[src/rtl/mem_access_unit.sv]
// mem_access_unit: turns one load/store request into RAM MOV/MOC handshakes,
//   doing read-modify-write for sub-word stores and aligning/extending load data.
// Latency (mem_moc on the first wait cycle): misaligned 1, load/word store 2, sub-word store 4.
// Backpressure: stalls on mem_moc_i per RAM access; req_i is dropped while busy_o or in the done cycle.
//
// Optional feature: define MAU_TIMEOUT_EN to bound every mem_moc_i wait to
// TIMEOUT_CYCLES cycles; on expiry the access is abandoned and done_o/err_o fire.
//
// Ports:
//   clk_i, rst_ni                 clock, asynchronous active-low reset
//   req_i, is_store_i, size_i,    request (sampled only in IDLE); size 00 byte,
//   unsigned_ld_i, addr_i, wdata_i  01 half, 10 word, 11 illegal
//   busy_o, done_o, err_o, rdata_o  status and extended load result
//   mem_mov_o, mem_read_o, mem_write_o, mem_addr_o, mem_wdata_o   RAM request side
//   mem_rdata_i, mem_moc_i        RAM response side
module mem_access_unit #(
    parameter int ADDR_W         = 9,
    parameter int TIMEOUT_CYCLES = 16
) (
    input  logic              clk_i,
    input  logic              rst_ni,
    input  logic              req_i,
    input  logic              is_store_i,
    input  logic [1:0]        size_i,
    input  logic              unsigned_ld_i,
    input  logic [ADDR_W-1:0] addr_i,
    input  logic [31:0]       wdata_i,
    output logic              busy_o,
    output logic              done_o,
    output logic              err_o,
    output logic [31:0]       rdata_o,
    output logic              mem_mov_o,
    output logic              mem_read_o,
    output logic              mem_write_o,
    output logic [ADDR_W-1:0] mem_addr_o,
    output logic [31:0]       mem_wdata_o,
    input  logic [31:0]       mem_rdata_i,
    input  logic              mem_moc_i
);

    typedef enum logic [2:0] {
        S_IDLE   = 3'd0,
        S_RD     = 3'd1,
        S_RD_REL = 3'd2,
        S_WR     = 3'd3,
        S_FIN    = 3'd4
    } state_t;

    state_t state_q, state_d;

    // Latched request
    logic        is_store_q,   is_store_d;
    logic [1:0]  size_q,       size_d;
    logic        uns_q,        uns_d;
    logic [1:0]  off_q,        off_d;
    logic [15:0] wdata_lo_q,   wdata_lo_d;

    // Registered outputs
    logic              busy_q,      busy_d;
    logic              done_q,      done_d;
    logic              err_q,       err_d;
    logic [31:0]       rdata_q,     rdata_d;
    logic              mov_q,       mov_d;
    logic              read_q,      read_d;
    logic              write_q,     write_d;
    logic [ADDR_W-1:0] mem_addr_q,  mem_addr_d;
    logic [31:0]       mem_wdata_q, mem_wdata_d;

    logic accept;
    logic req_bad;
    logic wait_expired;

    assign accept = (state_q == S_IDLE) && req_i;

    // Halfwords must sit on even addresses, words on multiples of four.
    assign req_bad = (size_i == 2'b11)
                   || ((size_i == 2'b01) && addr_i[0])
                   || ((size_i == 2'b10) && (addr_i[1:0] != 2'b00));

    // Big-endian lane extraction: byte offset 0 is the most significant byte.
    function automatic logic [31:0] load_extend(input logic [31:0] w,
                                                input logic [1:0]  off,
                                                input logic [1:0]  sz,
                                                input logic        uns);
        logic [7:0]  b;
        logic [15:0] h;
        logic [31:0] r;
        case (off)
            2'd0:    b = w[31:24];
            2'd1:    b = w[23:16];
            2'd2:    b = w[15:8];
            default: b = w[7:0];
        endcase
        h = off[1] ? w[15:0] : w[31:16];
        case (sz)
            2'b00:   r = {{24{b[7] & ~uns}}, b};
            2'b01:   r = {{16{h[15] & ~uns}}, h};
            default: r = w;
        endcase
        return r;
    endfunction

    // Replace only the addressed lane of the word read back from RAM.
    function automatic logic [31:0] store_merge(input logic [31:0] w,
                                                input logic [1:0]  off,
                                                input logic        is_half,
                                                input logic [15:0] wd);
        logic [31:0] r;
        r = w;
        if (is_half) begin
            if (off[1]) r[15:0]  = wd;
            else        r[31:16] = wd;
        end else begin
            case (off)
                2'd0:    r[31:24] = wd[7:0];
                2'd1:    r[23:16] = wd[7:0];
                2'd2:    r[15:8]  = wd[7:0];
                default: r[7:0]   = wd[7:0];
            endcase
        end
        return r;
    endfunction

`ifdef MAU_TIMEOUT_EN
    localparam int CNT_W = (TIMEOUT_CYCLES < 2) ? 1 : $clog2(TIMEOUT_CYCLES);
    localparam logic [CNT_W-1:0] CNT_LAST = CNT_W'(TIMEOUT_CYCLES - 1);

    logic [CNT_W-1:0] wait_cnt_q, wait_cnt_d;

    // Counts cycles spent waiting in the current RAM access; restarts on
    // every entry into RD or WR so the write phase gets its own budget.
    always_comb begin
        wait_cnt_d = wait_cnt_q;
        if ((state_d != state_q) && ((state_d == S_RD) || (state_d == S_WR))) begin
            wait_cnt_d = '0;
        end else if (((state_q == S_RD) || (state_q == S_WR)) && !mem_moc_i) begin
            wait_cnt_d = wait_cnt_q + CNT_W'(1);
        end
    end

    always_ff @(posedge clk_i or negedge rst_ni) begin
        if (!rst_ni) wait_cnt_q <= '0;
        else         wait_cnt_q <= wait_cnt_d;
    end

    assign wait_expired = (wait_cnt_q == CNT_LAST);
`else
    logic unused_timeout;
    assign unused_timeout = (TIMEOUT_CYCLES != 0);
    assign wait_expired   = 1'b0;
`endif

    // ---------------- FSM: state register ----------------
    always_ff @(posedge clk_i or negedge rst_ni) begin
        if (!rst_ni) state_q <= S_IDLE;
        else         state_q <= state_d;
    end

    // ---------------- FSM: next state ----------------
    always_comb begin
        state_d = state_q;
        case (state_q)
            S_IDLE: begin
                if (req_i) begin
                    if (req_bad)                              state_d = S_FIN;
                    else if (is_store_i && (size_i == 2'b10)) state_d = S_WR;
                    else                                      state_d = S_RD;
                end
            end
            S_RD: begin
                if (mem_moc_i)         state_d = is_store_q ? S_RD_REL : S_FIN;
                else if (wait_expired) state_d = S_FIN;
            end
            // One idle cycle so MOV gets a fresh rising edge for the write.
            S_RD_REL: state_d = S_WR;
            S_WR: begin
                if (mem_moc_i || wait_expired) state_d = S_FIN;
            end
            S_FIN:   state_d = S_IDLE;
            default: state_d = S_IDLE;
        endcase
    end

    // ---------------- FSM: outputs (computed from next state, then registered) ----------------
    always_comb begin
        busy_d  = (state_d != S_IDLE);
        done_d  = (state_d == S_FIN);
        mov_d   = (state_d == S_RD) || (state_d == S_WR);
        read_d  = (state_d == S_RD);
        write_d = (state_d == S_WR);

        // Reaching FIN straight from IDLE means a rejected request; reaching
        // it from RD/WR without mem_moc means the wait budget ran out.
        err_d = 1'b0;
        if (state_d == S_FIN) begin
            err_d = (state_q == S_IDLE) || !mem_moc_i;
        end

        mem_addr_d = mem_addr_q;
        if (accept) begin
            mem_addr_d = {addr_i[ADDR_W-1:2], 2'b00};
        end

        // mem_wdata doubles as the merge register for read-modify-write.
        mem_wdata_d = mem_wdata_q;
        if (accept && (state_d == S_WR)) begin
            mem_wdata_d = wdata_i;
        end else if ((state_q == S_RD) && mem_moc_i && is_store_q) begin
            mem_wdata_d = store_merge(mem_rdata_i, off_q, size_q[0], wdata_lo_q);
        end

        rdata_d = rdata_q;
        if ((state_q == S_RD) && mem_moc_i && !is_store_q) begin
            rdata_d = load_extend(mem_rdata_i, off_q, size_q, uns_q);
        end
    end

    // ---------------- Request capture ----------------
    always_comb begin
        is_store_d = is_store_q;
        size_d     = size_q;
        uns_d      = uns_q;
        off_d      = off_q;
        wdata_lo_d = wdata_lo_q;
        if (accept) begin
            is_store_d = is_store_i;
            size_d     = size_i;
            uns_d      = unsigned_ld_i;
            off_d      = addr_i[1:0];
            wdata_lo_d = wdata_i[15:0];
        end
    end

    always_ff @(posedge clk_i or negedge rst_ni) begin
        if (!rst_ni) begin
            is_store_q  <= 1'b0;
            size_q      <= 2'b00;
            uns_q       <= 1'b0;
            off_q       <= 2'b00;
            wdata_lo_q  <= '0;
            busy_q      <= 1'b0;
            done_q      <= 1'b0;
            err_q       <= 1'b0;
            rdata_q     <= '0;
            mov_q       <= 1'b0;
            read_q      <= 1'b0;
            write_q     <= 1'b0;
            mem_addr_q  <= '0;
            mem_wdata_q <= '0;
        end else begin
            is_store_q  <= is_store_d;
            size_q      <= size_d;
            uns_q       <= uns_d;
            off_q       <= off_d;
            wdata_lo_q  <= wdata_lo_d;
            busy_q      <= busy_d;
            done_q      <= done_d;
            err_q       <= err_d;
            rdata_q     <= rdata_d;
            mov_q       <= mov_d;
            read_q      <= read_d;
            write_q     <= write_d;
            mem_addr_q  <= mem_addr_d;
            mem_wdata_q <= mem_wdata_d;
        end
    end

    assign busy_o      = busy_q;
    assign done_o      = done_q;
    assign err_o       = err_q;
    assign rdata_o     = rdata_q;
    assign mem_mov_o   = mov_q;
    assign mem_read_o  = read_q;
    assign mem_write_o = write_q;
    assign mem_addr_o  = mem_addr_q;
    assign mem_wdata_o = mem_wdata_q;

endmodule

[config.mk]
export PLATFORM = sky130hd
export DESIGN_NAME = mem_access_unit
export DESIGN_NICKNAME = d
export VERILOG_FILES = /design/src/rtl/mem_access_unit.sv
export SDC_FILE = /design/constraint.sdc
export NUM_CORES = 1
export LEC_CHECK = 0
export ABC_AREA = 1
export CORE_MARGIN = 5
export CORE_UTILIZATION = 45
export CTS_BUF_LIST = sky130_fd_sc_hd__clkbuf_16
export CTS_CLUSTER_DIAMETER = 200
export CTS_CLUSTER_SIZE = 20
export DETAILED_ROUTE_END_ITERATION = 10
export PLACE_DENSITY = 0.83
export SYNTH_ARGS = -nofsm -noshare
export SYNTH_HDL_FRONTEND = slang
export SYNTH_SLANG_ARGS = --single-unit
[constraint.sdc]
create_clock -name clk_i -period 1.25 [get_ports clk_i]
set_input_delay 0.25 -clock clk_i [delete_from_list [all_inputs] [get_ports clk_i]]
set_output_delay 0.25 -clock clk_i [all_outputs]
set_load 0.005 [all_outputs]
# Yosys cells after proc, flatten, opt, wreduce, memory -nomap -nowiden
# Index checks and enable logic that the tools add are counted.
# word_totals
reg_bits	102
latch_bits	0
ram_bits	0
mem_bits_ro	0
in_bits	81
out_inout_bits	79
elab_cells	72
mem_count	0
# op_classes
add_sub_neg	0
mul	0
div_mod_pow	0
magnitude_cmp	0
eq_ne	12
shift	0
n_mux	21
n_bitwise	3
reduce_logical	21
# op_table
operator	count
$mux W32	3
$pmux W32 S2	1
$mux W16	3
$mux W8	5
$pmux W8 S3	1
$mux W3	5
$pmux W3 S4	1
$eq A3 B2 Y1 const B	3
$logic_and A1 B1 Y1	8
$eq A2 B1 Y1 const B	3
$eq A2 B2 Y1 const B	3
$eq A3 B1 Y1 const B	2
$logic_not A2 Y1	2
$logic_or A1 B1 Y1	4
$reduce_bool A2 Y1	2
$eq A3 B3 Y1 const B	1
$logic_not A3 Y1	1
$reduce_bool A3 Y1	1
$reduce_or A3 Y1	1
$and A1 B1 Y1	2
$logic_not A1 Y1	2
$mux W2	1
$mux W1	1
$not A1 Y1	1

# Longest topological paths before layout
# depth
ltp_word	10
ltp_mapped	10
ltp_nobuf	8

# Worst setup path after synthesis
# Ideal clock, no wire load.
# synth_timing
path_type	register to register
from	register state_q[0]
to	register rdata_q[26], in the netlist rdata_o[26]
setup_ns	0.113
arrival_ns	1.227
path_slack_ns	-0.090
path_stages_with_launch	9
path_buffers	1
cell_sequence	dfrtp_1 -> nand2_1 -> nor2_4 -> nand3_4 -> inv_2 -> buf_2 -> or2_2 -> nand2_1 -> inv_1
# synth_via
elab_chain_cells	3
# synth_rtl
element	line_no	rtl
start, declared	49	state_t state_q, state_d;
start signal, assigned	156	else state_q <= state_d;
$eq A3 B1 Y1	213	if ((state_q == S_RD) && mem_moc_i && !is_store_q) begin
$logic_and A1 B1 Y1 (2 in series)	213	
end signal, assigned	259	rdata_q <= rdata_d;
end, declared	62	logic [31:0] rdata_q, rdata_d;
# Every way passes these cells.
# A chain may end at the register's enable or synchronous reset.

# Worst setup path in the final report
# layout_timing
from	register off_q[1]
to	register mem_wdata_q[2], in the netlist mem_wdata_o[2]
# layout_via
elab_chain_cells	6
word_cells_on_any_way	9
# layout_rtl
element	line_no	rtl
start, declared	55	logic [1:0] off_q, off_d;
start signal, assigned	239	off_q <= 2'b00;
start signal, assigned	254	off_q <= off_d;
$eq A2 B2 Y1, or another cell as far along	114	case (off)
$reduce_or A3 Y1 (no source line)	n/a	
$mux W8	114	
$mux W32 *	110	if (is_half) begin
$mux W32 *	208	end else if ((state_q == S_RD) && mem_moc_i && is_store_q) begin
$mux W32 *	206	if (accept && (state_d == S_WR)) begin
end signal, assigned	264	mem_wdata_q <= mem_wdata_d;
end, declared	67	logic [31:0] mem_wdata_q, mem_wdata_d;
# Every way passes the cells marked *; elsewhere a longest branch is shown, timed or not. The select of a mux whose other input is x is not followed.

==> key figures <==
Die
  – IO Pins: 160
  – Core area: roughly 14000 um2
  – Initial Utilization: around 46%
  – Die X: approximately 130 um
  – Rows: 43
  – Die ar.: roughly 17000 um2
  – Die Ht: between 100 and 150 um

Placement
  – PortBufs: 157
  – RD Place Congestion: a little under 1
  – Inst Count DP: ~1300
  – Dpl hpwl: 16300 um

Status
  – Failing checks: negative setup slack
  – Status: complete, but fails checks

Power and ir drop
  – Pint: between 10000 and 15000 uW
  – P_leak: about 0.0052 uW
  – Total design power: around 22000 uW
  – Peak supply drop: roughly 1.3 mV
  – Sw Ratio: 43.1%
  – Sw power: ~9600 uW
  – Clk pwr share: between 10% and 20%
  – Flop pwr share: 28.1%
  – Power per cell area: roughly 2200 nW/um2
  – Comb pwr share: ~60%

Clock network
  – H-tree levels: 3
  – Skew-Pair Late Insertion Delay: 0.36 ns
  – Clock slew at reported path FFs: around 0.070 ns
  – Clk root buf: clkbuf_16
  – Clk sinks: ~100
  – TritonCTS clock tree: done
  – TritonCTS Buffers: 9
  – Clock tree buffer depth: 2

Route
  – Vias: 7604
  – DRC viols: 0
  – Avg Vias per Cell: approximately 5.4
  – DRT Wirelength: between 20000 and 30000 um
  – DRT iter0 DRCs: 800
  – First drt pass iteration count: 6
  – Detail Route Antenna Nets: 0
  – Routed length per instance: between 15 and 20 um

Critical path
  – Startpoint types: flop
  – Max FO, Critical Path: 8
  – CP endpoint kind: flop
  – Worst R2R Path Depth: 9
  – CP required: about 1.5 ns
  – CP Class: reg -> reg
  – Beginning of the worst register-to-register path: off_q[1]
  – R2R Path End: mem_wdata_o[2]
  – Register-to-register path setup slack: -0.36 ns
  – CP arrival: ~1.9 ns

Yosys
  – Mapped Avg Cell Area: 6.59 um2
  – Mapped Area: ~6400 um2
  – Synth warn: 0
  – Register area share after synthesis: 40.2%
  – Yosys cell types: 31
  – Synthesized instance count: ~970
  – Post-synthesis register bit count: about 100

STA
  – RSZ-0062 raised after global routing: true
  – Setup Skew: 0.0122 ns
  – Final setup TNS: -22.03 ns
  – Max-slew headroom: roughly two thirds
  – Worst-Margin Slew: between 0.5 and 0.6 ns
  – Fin crit period: 1.61 ns
  – Fin. Hold Viols: 0
  – # setup viols final: around 100
  – Slew Viols, Final: 0
  – Final WS setup: -0.358 ns
  – Final period util: 129%
  – Max Freq: between 600 and 700 MHz

Cells and area
  – Antenna fix cells: 0
  – Register area: 2560 um2
  – Layout cell share with drive strength beyond 1: between 20% and 30%
  – Commonest non-fill, non-tap cell in the layout: nand2_1
  – Area Overhead vs Synth: 57.6%
  – Most frequent cells in the layout: 346 x nand2_1, 99 x dfrtp_1, 98 x inv_1
  – Area of the multi-input gates: around 3600 um2
  – Fin nets: 1295
  – Fillers: between 1000 and 1500
  – Finished Layout Cells: between 1000 and 1500

Global routing
  – Initial antenna violation count: 0
  – GRT Total Usage: about 27%
  – Number of global-route vias before repair: 6887
  – First-pass GRT wire length: about 35000 um
  – Grt ovf: 0
  – Largest net degree at the start of global routing: 57

Worst hold path
  – Hold Crit Class: in -> async

Run
  – Max Cap Viol: 0
==> worst max-delay path by stage <==
stage / start / end / cells after the start
after floorplan: state_q[1] / mem_wdata_o[21] / 7
after global placement: size_i[0] / mem_wdata_o[28] / 9
after detailed placement: size_i[0] / mem_wdata_o[31] / 9
after CTS: state_q[0] / mem_wdata_o[6] / 9
after global routing: off_q[1] / mem_wdata_o[2] / 8
final: off_q[1] / mem_wdata_o[2] / 9
==> kinds of logic (layout without fill, tap and decap cells) <==
family          after synthesis  in the layout  share of synthesized area [%]
compound gates               73             73                           6.40
other cells                   1              2                         0.0590
flops                       102            102                           40.2
simple gates                626            630                           42.1
buf+inv                     163            411                           11.3
==> per-layer routing <==
layer / share of wire, % / vias to the layer above / GRT usage [%]
met5: 0 / - / 0
met4: 5.5 / 0 / 9.82
met3: 11 / 132 / 6.06
met2: 46 / 481 / 43.8
met1: 38 / 3522 / 36.1
li1: - / 3469 / -
==> cells in the mapped netlist <==
cell type / number / share of area (%)
buf_2: 26 / 2.0
a21oi_1: 22 / 1.7
nand4_1: 2 / 0.20
nand3_4: 1 / 0.28
inv_2: 12 / 0.71
nand4_2: 1 / 0.20
dfrtp_1: 102 / 40
or2_1: 2 / 0.20
inv_4: 1 / 0.099
nor2_4: 6 / 1.1
or2_0: 4 / 0.39
nand2_2: 3 / 0.30
nand3_1: 108 / 8.5
a21oi_2: 5 / 0.69
clkinv_1: 1 / 0.059
o21ai_1: 2 / 0.16
nand3_2: 5 / 0.79
nand2_1: 382 / 23
o22ai_1: 6 / 0.59
o21ai_0: 32 / 2.5
o31ai_1: 1 / 0.12
conb_1: 1 / 0.059
nor2_1: 87 / 5.1
o211ai_1: 5 / 0.59
buf_1: 4 / 0.24
clkbuf_1: 7 / 0.41
inv_1: 98 / 5.8
or2_2: 23 / 2.3
buf_6: 5 / 0.89
nor2_2: 2 / 0.20
buf_4: 9 / 1.1
==> area by class of cell <==
type,count,share of cell area (%)
clock buffer,9,2.25
clock inverter,6,0.800
inverter,112,4.50
multi-input combinational,705,35.5
sequential,102,25.5
tap,180,2.25
timing repair buffer,284,29.1
==> through the flow <==
stage	utilization (%)	hold slack, ns	setup slack (ns)	area, um2
global route	72.1	0.229	-0.401	10000
CTS	67.2	0.218	-0.251	9320
floorplan	-	-0.0456	-0.0458	6430
detailed placement	63.2	0.0569	-0.765	8770
global placement	63.2	0.0565	-0.684	8770
finish	72.1	0.226	-0.358	10000
==> power groups by stage <==
stage,logic [uW],registers (uW),clock network (uW)
detailed placement,11400,6060,0
global route,14100,6440,3130
finish,13100,6280,3000
global placement,11100,6030,0
CTS,11200,6030,3000
floorplan,6000,5870,0
==> worst max-delay path, cell delays in order (launching register included) <==
cell and delay (ns):
dfrtp_2 0.50, buf_6 0.16, nand2_4 0.08, buf_6 0.15, inv_8 0.07, nor2_1 0.05, nor2_1 0.17, nor2_1 0.08
a21oi_1 0.17, nand2_2 0.06
==> state kept, by name, indices dropped and copies added (netlist names) <==
signal and flops:
size_q 2, wdata_lo_q 16, err_o 1, state_q 3
busy_o 1, mem_addr_o 7, mem_read_o 1, uns_q 1
mem_wdata_o 32, rdata_o 32, mem_write_o 1, off_q 2
is_store_q 1, done_o 1, mem_mov_o 1
==> what timing repair did <==
| item | CTS | global route |
|---|---|---|
| gates cloned | 3 | 11 |
| hold buffers | 1 | 0 |
| resized for setup | 165 | 177 |
| pin swaps | 4 | 39 |
| buffers inserted | 11 | 10 |
| hold endpoints to repair | 102 | 0 |
| setup endpoints to repair | 175 | 123 |
(Power assumes the default switching activity.)
